`src/rtl/fir_ctrl.sv`:
```
// fir_ctrl: FIR sequencer; walks sample/coefficient RAMs, accumulates x[n-k]*h[k], writes Q15 y[n].
// Latency: kmax_n+4 cycles per output sample; a run spans 2+sum(kmax_n+4) cycles including the start cycle.
// Backpressure: none; RAMs answer in exactly one cycle. Define FIR_CTRL_SAT_EN to saturate results and drive ovf.
module fir_ctrl #(
  parameter int ADDR_W   = 13,
  parameter int DATA_W   = 16,
  parameter int MAX_TAPS = 64,
  parameter int TAP_W    = $clog2(MAX_TAPS) + 1,
  parameter int IN_BASE  = 0,
  parameter int OUT_BASE = 0
) (
  input  logic              a_clk,
  input  logic              a_rst,
  input  logic              start,
  input  logic [ADDR_W-1:0] sample_count,
  input  logic [TAP_W-1:0]  tap_count,
  output logic              busy,
  output logic              done,
  output logic              x_rd_en,
  output logic [ADDR_W-1:0] x_addr,
  input  logic [DATA_W-1:0] x_data,
  output logic              c_rd_en,
  output logic [TAP_W-2:0]  c_addr,
  input  logic [DATA_W-1:0] c_data,
  output logic              y_wr_en,
  output logic [ADDR_W-1:0] y_addr,
  output logic [DATA_W-1:0] y_data,
  output logic              ovf
);

  localparam int KW    = TAP_W - 1;
  localparam int PW    = 2 * DATA_W;
  localparam int ACC_W = PW + $clog2(MAX_TAPS);
  localparam int CW    = (ADDR_W > TAP_W) ? ADDR_W : TAP_W;

  typedef enum logic [2:0] {
    S_IDLE  = 3'd0,
    S_CLR   = 3'd1,
    S_MAC   = 3'd2,
    S_DRAIN = 3'd3,
    S_WRITE = 3'd4,
    S_DONE  = 3'd5
  } state_t;

  state_t                  state_q, state_d;
  logic [ADDR_W-1:0]       n_q, n_d;          // current output sample index
  logic [ADDR_W-1:0]       n_cnt_q, n_cnt_d;  // latched N
  logic [TAP_W-1:0]        t_q, t_d;          // latched, clamped T
  logic [KW-1:0]           k_q, k_d;          // current tap index
  logic [KW-1:0]           kmax_q, kmax_d;    // last tap for this sample
  logic signed [ACC_W-1:0] acc_q, acc_d;
  logic                    pv_q, pv_d;        // RAM data this cycle belongs to a MAC read

  logic [TAP_W-1:0]        t_clamp;
  logic [CW-1:0]           n_ext;
  logic [CW-1:0]           tm1_ext;
  logic signed [PW-1:0]    x_ext;
  logic signed [PW-1:0]    c_ext;
  logic signed [PW-1:0]    prod;
  logic signed [ACC_W-1:0] addend;
  logic [DATA_W-1:0]       res_dat;

  // Full-precision product of the RAM data, sign-extended into the accumulator width
  always_comb begin
    x_ext  = {{DATA_W{x_data[DATA_W-1]}}, x_data};
    c_ext  = {{DATA_W{c_data[DATA_W-1]}}, c_data};
    prod   = x_ext * c_ext;
    addend = '0;
    if (pv_q) begin
      addend = {{(ACC_W-PW){prod[PW-1]}}, prod};
    end
  end

  // Tap clamp and kmax = min(T-1, n) in a width wide enough for both operands
  always_comb begin
    t_clamp = tap_count;
    if (tap_count > TAP_W'(MAX_TAPS)) begin
      t_clamp = TAP_W'(MAX_TAPS);
    end
    n_ext   = CW'(n_q);
    tm1_ext = CW'(t_q) - CW'(1);
  end

  // Next-state and datapath update for the sequencer
  always_comb begin
    state_d = state_q;
    n_d     = n_q;
    n_cnt_d = n_cnt_q;
    t_d     = t_q;
    k_d     = k_q;
    kmax_d  = kmax_q;
    acc_d   = acc_q;
    pv_d    = (state_q == S_MAC);
    case (state_q)
      S_IDLE: begin
        if (start) begin
          if ((sample_count != '0) && (tap_count != '0)) begin
            n_cnt_d = sample_count;
            t_d     = t_clamp;
            n_d     = '0;
            state_d = S_CLR;
          end else begin
            state_d = S_DONE;
          end
        end
      end
      S_CLR: begin
        acc_d   = '0;
        k_d     = '0;
        kmax_d  = KW'((n_ext < tm1_ext) ? n_ext : tm1_ext);
        state_d = S_MAC;
      end
      S_MAC: begin
        // First MAC cycle sees no valid data yet; addend is gated by pv_q
        acc_d = acc_q + addend;
        if (k_q == kmax_q) begin
          state_d = S_DRAIN;
        end else begin
          k_d = k_q + KW'(1);
        end
      end
      S_DRAIN: begin
        acc_d   = acc_q + addend;
        state_d = S_WRITE;
      end
      S_WRITE: begin
        if (n_q == (n_cnt_q - ADDR_W'(1))) begin
          state_d = S_DONE;
        end else begin
          n_d     = n_q + ADDR_W'(1);
          state_d = S_CLR;
        end
      end
      S_DONE: begin
        state_d = S_IDLE;
      end
      default: begin
        state_d = S_IDLE;
      end
    endcase
  end

  // Sequencer state and counters
  always_ff @(posedge a_clk or posedge a_rst) begin
    if (a_rst) begin
      state_q <= S_IDLE;
      n_q     <= '0;
      n_cnt_q <= '0;
      t_q     <= '0;
      k_q     <= '0;
      kmax_q  <= '0;
      acc_q   <= '0;
      pv_q    <= 1'b0;
    end else begin
      state_q <= state_d;
      n_q     <= n_d;
      n_cnt_q <= n_cnt_d;
      t_q     <= t_d;
      k_q     <= k_d;
      kmax_q  <= kmax_d;
      acc_q   <= acc_d;
      pv_q    <= pv_d;
    end
  end

`ifdef FIR_CTRL_SAT_EN
  logic signed [ACC_W-1:0] acc_shr;
  logic                    res_sat;
  logic                    ovf_q, ovf_d;

  // Q15 result with saturation when the shifted value leaves the DATA_W range
  always_comb begin
    acc_shr = acc_q >>> (DATA_W - 1);
    res_sat = 1'b0;
    res_dat = acc_shr[DATA_W-1:0];
    if (acc_shr[ACC_W-1:DATA_W-1] != {(ACC_W-DATA_W+1){acc_shr[ACC_W-1]}}) begin
      res_sat = 1'b1;
      res_dat = acc_shr[ACC_W-1] ? {1'b1, {(DATA_W-1){1'b0}}}
                                 : {1'b0, {(DATA_W-1){1'b1}}};
    end
  end

  // Sticky overflow: cleared by an accepted start, set by any clamped write
  always_comb begin
    ovf_d = ovf_q;
    if ((state_q == S_IDLE) && start) begin
      ovf_d = 1'b0;
    end else if ((state_q == S_WRITE) && res_sat) begin
      ovf_d = 1'b1;
    end
  end

  // Overflow flag register
  always_ff @(posedge a_clk or posedge a_rst) begin
    if (a_rst) begin
      ovf_q <= 1'b0;
    end else begin
      ovf_q <= ovf_d;
    end
  end

  assign ovf = ovf_q;
`else
  // Q15 result wraps: low DATA_W bits of acc >>> (DATA_W-1)
  always_comb begin
    res_dat = acc_q[PW-2:DATA_W-1];
  end

  assign ovf = 1'b0;
`endif

  // Output decode from registered state and counters; idle ports read as zero
  always_comb begin
    busy    = (state_q != S_IDLE);
    done    = (state_q == S_DONE);
    x_rd_en = (state_q == S_MAC);
    c_rd_en = (state_q == S_MAC);
    y_wr_en = (state_q == S_WRITE);
    x_addr  = '0;
    c_addr  = '0;
    y_addr  = '0;
    y_data  = '0;
    if (state_q == S_MAC) begin
      x_addr = ADDR_W'(IN_BASE) + n_q - ADDR_W'(k_q);
      c_addr = k_q;
    end
    if (state_q == S_WRITE) begin
      y_addr = ADDR_W'(OUT_BASE) + n_q;
      y_data = res_dat;
    end
  end

endmodule

```
`config.mk`:
```
export PLATFORM = sky130hd
export DESIGN_NAME = fir_ctrl
export DESIGN_NICKNAME = d
export VERILOG_FILES = /design/src/rtl/fir_ctrl.sv
export SDC_FILE = /design/constraint.sdc
export NUM_CORES = 1
export LEC_CHECK = 0
export CAP_MARGIN = 25
export CORE_MARGIN = 2
export CORE_UTILIZATION = 30
export DETAILED_ROUTE_END_ITERATION = 10
export GPL_TIMING_DRIVEN = 1
export SYNTH_ARGS = -nofsm -noshare
export SYNTH_HDL_FRONTEND = slang
export SYNTH_SLANG_ARGS = --single-unit
```
`constraint.sdc`:
```
create_clock -name a_clk -period 3.79 [get_ports a_clk]
set_input_delay 0.758 -clock a_clk [delete_from_list [all_inputs] [get_ports a_clk]]
set_output_delay 0.758 -clock a_clk [all_outputs]
set_load 0.02 [all_outputs]
```
==> results of run 1 <==
-- metrics by stage --
step	area, µm²	cells	TNS (ps)
finish	22150	2930	-73800
global route	22150	2930	-80210
CTS	21520	2907	-72970
detailed placement	20040	2820	-94860
global placement	20040	2820	-94090
floorplan	16520	1826	-64500
-- layer usage --
| metal | up-vias | track usage, % | wire length, µm |
|---|---|---|---|
| met5 | - | 0 | 0 |
| met4 | 0 | 3.619 | 624 |
| met3 | 38 | 1.982 | 1907 |
| met2 | 285 | 29.16 | 22040 |
| met1 | 6818 | 22.74 | 20240 |
| li1 | 6549 | - | - |
-- placed cells by master (no fill, tap or decap), drive strengths merged, types with 23 or more instances in the layout --
| cell type | instances |
|---|---|
| buf | 379 |
| inv | 327 |
| fa | 258 |
| nand2 | 225 |
| ha | 132 |
| and2 | 127 |
| nor2 | 103 |
| dfrtp | 80 |
| o21ai | 75 |
| clkdlybuf4s50 | 68 |
| xnor2 | 66 |
| a21oi | 56 |
| xor2 | 34 |
| and3 | 30 |
| nand3 | 26 |
| a21o | 23 |
| nor3 | 23 |
-- what timing repair did --
| item | CTS | global route |
|---|---|---|
| pin swaps | 190 | 116 |
| gates cloned | 2 | 0 |
| setup endpoints to repair | 35 | 35 |
| gates resized for setup | 291 | 127 |
| setup buffers | 72 | 37 |
-- kinds of logic (layout without fill, tap and decap cells) --
| group | count (synthesis) | count (layout) | synth area share [%] |
|---|---|---|---|
| compound gates | 237 | 237 | 9.595 |
| xor+xnor | 102 | 102 | 5.798 |
| fa+ha+maj | 390 | 390 | 42.92 |
| buf+inv | 393 | 809 | 9.532 |
| flops | 80 | 80 | 12.60 |
| mux | 4 | 4 | 0.2678 |
| other cells | 1 | 1 | 0.02361 |
| simple gates | 619 | 619 | 19.26 |
-- flip-flops by register name, summed over array words and instances, names as in the netlist --
signal and flops:
acc_q 31, k_q 6, kmax_q 6, n_cnt_q 13, n_ext 13, pv_q 1, state_q 3, t_q 7
-- final cells by class --
type | instances | area (µm²) | share of cell area (%)
Clock inverter | 6 | 42.54 | 0.1921
Multi-Input combinational cell | 1353 | 13670 | 61.70
Timing Repair Buffer | 466 | 4109 | 18.55
Tap cell | 688 | 860.8 | 3.886
Sequential cell | 80 | 2002 | 9.038
Inverter | 327 | 1231 | 5.558
Clock buffer | 10 | 239.0 | 1.079
-- how the worst min path moves through the flow --
stage,to,start,cells after the start
floorplan,acc_q[10]$_DFFE_PP0P_,acc_q[10]$_DFFE_PP0P_,2
global placement,acc_q[10]$_DFFE_PP0P_,acc_q[10]$_DFFE_PP0P_,2
detailed placement,acc_q[10]$_DFFE_PP0P_,acc_q[10]$_DFFE_PP0P_,2
CTS,acc_q[10]$_DFFE_PP0P_,acc_q[10]$_DFFE_PP0P_,2
global route,acc_q[12]$_DFFE_PP0P_,acc_q[12]$_DFFE_PP0P_,2
finish,acc_q[12]$_DFFE_PP0P_,acc_q[12]$_DFFE_PP0P_,2
-- critical path, delay by kind of cell --
kind	cells	cell delay (ps)
buffers and inverters	9	910
and+or+nand+nor	3	240
AOI/OAI and AO/OA	12	1940
adders and majority gates	8	3560
xor gates and xnor gates	2	300
==> results.cfg, run 1 <==
[synthesis]
synth-async-reset-ratio_pct = 100.0
syn_area_mm2 = 0.01588
syn_nets = 2271
ys_types = 76
ys_seq_elements = 80
synth_top_area_cell = fa_1
synthCells = 1826
synthTopCellsByCount = 326 x inv_1, 258 x fa_1, 225 x nand2_1, 132 x ha_1, 126 x and2_1
synth_ff_type = dfrtp_1
syn_avg_cell_area_um2 = 8.698
synth_top_cell_area_share_pct = 32.52
synthTopCellsByArea = fa_1 33%, dfrtp_1 13%, ha_1 10%
ys_seq_area_share_pct = 12.60
synth-edff-count = 0
ys_warn_count = 0
yosysMostFrequentCell = inv_1

[setup_path]
start_kind = primary input
crit_path_end_kind = register
path_common_cell = fa_1
cp-startpoint = c_data[4]
worst-r2r-cell-count = 16
worstPathMaxFanout = 7
r2r_start = pv_q$_DFF_PP0_
worst_ep_required_time_ps = 4030
rrSetupSlack_ps = 200
cpPeakStageDelay_ps = 550
endpoint = acc_q[28]$_DFFE_PP0P_
reg2reg_to = acc_q[28]$_DFFE_PP0P_
critPathKind = in -> reg
crit_arrival_ps = 7720
slowest_stage = fa_2

[floorplan]
start_util_pct = 30.28
core.rowCount = 84
die_w_um = 234.1
die_h_um = 234.1
coreArea_mm2 = 0.05245
dieArea_mm2 = 0.05480
io_pins = 109

[clocking]
cts_tree = built
clkTransAtPathRegs_ps = 70
cts_buffers = 9
root_buffer = clkbuf_16
cts_sinks = 80
clockBufferDepth = 2
htree_num_levels = 3
clock_latency_ps = 360
ctsHoldBuffers = 0

[sta]
slew_headroom_pct = 45.24
clock.fmax_mhz = 133.7
layout_min_cycle_time_ps = 7481
slew_viol_final = 0
setup_viol = 27
fin_hold_ws_ps = 493.1
fin_ws_ps = -3691
hold_viol = 0
worstMarginPinSlew_ps = 821.4
rsz0062_at_grt = yes
skew_ps = 13.52
fin_crit_sh_pct = 197.4

[grt]
grt_pass1_wl_um = 75190
antenna_found_initial = 1
grt_use_total_pct = 16.91
grt_pass1_vias = 14770
grt-ovfl-total = 0
grt_max_degree = 44

[drt]
vias_per_cell = 4.672
vias = 13690
wl_um = 44810
drtIter0Drc = 593
final_antenna_net_count = 0
dr.pass1.iters = 5
wl_per_cell_um = 15.29
drc_errors = 0

[finish]
fillers = 5050
area_growth_pct = 39.46
diodes = 0
num-nets-final = 2682
fin_util_pct = 42.23
drive_gt1_share_pct = 29.57

[worst_hold_path]
hp-class = reg -> reg

[job]
drv_cap = 0

[placed_design]
dp_slack_ps = -4576
port_buffers = 107
dpl.hpwl_um = 35640
gp_congestion = 0.8562

[outcome]
violations = negative setup slack
outcome = complete, but fails checks
Power of run 1 is not shown: default switching activity piles up to over one toggle a cycle in this logic, so the estimate is an artifact.
==> inputs of run 2 (changes only) <==
--- a/config.mk
+++ b/config.mk
@@ -10,6 +10,7 @@
 export CORE_UTILIZATION = 30
 export DETAILED_ROUTE_END_ITERATION = 10
 export GPL_TIMING_DRIVEN = 1
+export SKIP_CTS_REPAIR_TIMING = 1
 export SYNTH_ARGS = -nofsm -noshare
 export SYNTH_HDL_FRONTEND = slang
 export SYNTH_SLANG_ARGS = --single-unit
==> run 2 against run 1 <==
The flow still finishes with violations (negative setup slack). Non-clock buffer count decreased by 36. Clock-buffer cell count unchanged. Via count decreased by 1.3%. Core utilization decreased by 0.84 points. Wire length decreased by 2.6%.
==> results.cfg, run 2 (synthesized netlist as in run 1, its figures left out) <==
[outcome]
outcome = complete, but fails checks
violations = negative setup slack

[grt]
grt_use_total_pct = 16.11
grt_busiest_layer = met2
grt_pass1_wl_um = 71890
gr-usage-met1_pct = 22.35
grt_max_degree = 44
grt_util_met3_pct = 1.970
grt-ovfl-total = 0
antenna_found_initial = 1
use_met2_pct = 26.99
grt_pass1_vias = 14190

[floorplan]
die_h_um = 234.1
dieArea_mm2 = 0.05480
die_w_um = 234.1
io_pins = 109
start_util_pct = 30.28
core.rowCount = 84
coreArea_mm2 = 0.05245

[drt]
vias = 13510
final_antenna_net_count = 0
drtIter0Drc = 617
drc_errors = 0
wl_um = 43640
dr.pass1.iters = 5
wl_per_cell_um = 15.08
vias_per_cell = 4.669

[clocking]
clockBufferDepth = 2
cts_sinks = 80
cts_buffers = 9
clkTransAtPathRegs_ps = 70
root_buffer = clkbuf_16
cts_tree = built
clock_latency_ps = 360
htree_num_levels = 3

[setup_path]
cpPeakStageDelay_ps = 590
critPathKind = in -> reg
crit_path_end_kind = register
start_kind = primary input
path_common_cell = fa_1
slowest_stage = fa_2
worst_ep_required_time_ps = 4030
crit_arrival_ps = 7810
worstPathMaxFanout = 9

[sta]
slew_headroom_pct = 45.70
slew_viol_final = 0
skew_ps = 13.48
setup_tns_ps = -72900
setup_viol = 27
fin_crit_sh_pct = 199.6
clock.fmax_mhz = 132.2
hold_viol = 0
worstMarginPinSlew_ps = 814.4
fin_ws_ps = -3773
rsz0062_at_grt = yes
layout_min_cycle_time_ps = 7563
fin_hold_ws_ps = 496.1

[finish]
fillers = 5095
top_register = acc_q
num-nets-final = 2646
drive_gt1_share_pct = 28.15
layout_commonest_cell = inv_1
seqCellArea_mm2 = 0.002002
area_growth_pct = 36.69
layout_common_cells = 288 x inv_1, 272 x buf_4, 239 x fa_1
diodes = 0
largest_reg_flops = 31
multiInputGateArea_mm2 = 0.01358

[worst_hold_path]
hp-class = reg -> reg

[job]
drv_cap = 0

[placed_design]
port_buffers = 107
gp_congestion = 0.8562
dpl.hpwl_um = 35640
## run 2: changes by cell type in the layout (fill, tap and decap cells not counted), sizes merged
| cell | change |
|---|---|
| clkbuf | +5 |
| clkdlybuf4s15 | -7 |
| dlymetal6s2s | +18 |
| buf | -46 |
| clkdlybuf4s50 | +1 |
| dlygate4sd2 | -7 |
## run 2: worst paths after layout
| check | start | to | cells after the start | slack (ps) |
|---|---|---|---|---|
| setup / recovery | x_data[12] | acc_q[30]$_DFFE_PP0P_ | 30 | -3770 |
| hold / removal | acc_q[6]$_DFFE_PP0P_ | acc_q[6]$_DFFE_PP0P_ | 2 | 500 |
| setup reg to reg | pv_q$_DFF_PP0_ | acc_q[30]$_DFFE_PP0P_ | 13 | 290 |
| hold reg to reg | acc_q[6]$_DFFE_PP0P_ | acc_q[6]$_DFFE_PP0P_ | 2 | 500 |
| max in group asynchronous | a_rst | n_ext[12]$_DFFE_PP0P_ | 3 | 2230 |
| min in group asynchronous | a_rst | acc_q[2]$_DFFE_PP0P_ | 2 | 860 |
## run 2: per-layer routing
layer / wire [µm] / vias up
met1: 20000 / 6711
li1: - / 6484
met5: 0 / -
met2: 21350 / 273
met3: 1768 / 43
met4: 525 / 0
## run 2: critical path, delay by kind of cell
family | cells | cell delay [ps]
AO/OA/AOI/OAI | 6 | 910
adder cells (fa/ha/maj) | 8 | 3660
XOR/XNOR | 2 | 320
AND/OR/NAND/NOR | 7 | 1390
buffers and inverters | 7 | 750
## run 2: metrics by stage
stage | setup slack, ps | area [µm²] | instances | util [%]
finish | -3773 | 21710 | 2894 | 41.39
global route | -4045 | 21710 | 2894 | 41.39
CTS | -4241 | 20320 | 2836 | 38.75
detailed placement | -4576 | 20040 | 2820 | 38.21
global placement | -4440 | 20040 | 2820 | 38.21
floorplan | -3512 | 16520 | 1826 | -
## run 2: cell type report
class / count / share of cell area [%]
sequential: 80 / 9.221
multi-input combinational: 1353 / 62.54
tap: 688 / 3.965
clock buffer: 10 / 1.101
timing repair buffer: 430 / 17.30
inverter: 327 / 5.683
clock inverter: 6 / 0.1960
Power of run 2 is left out for the same reason.
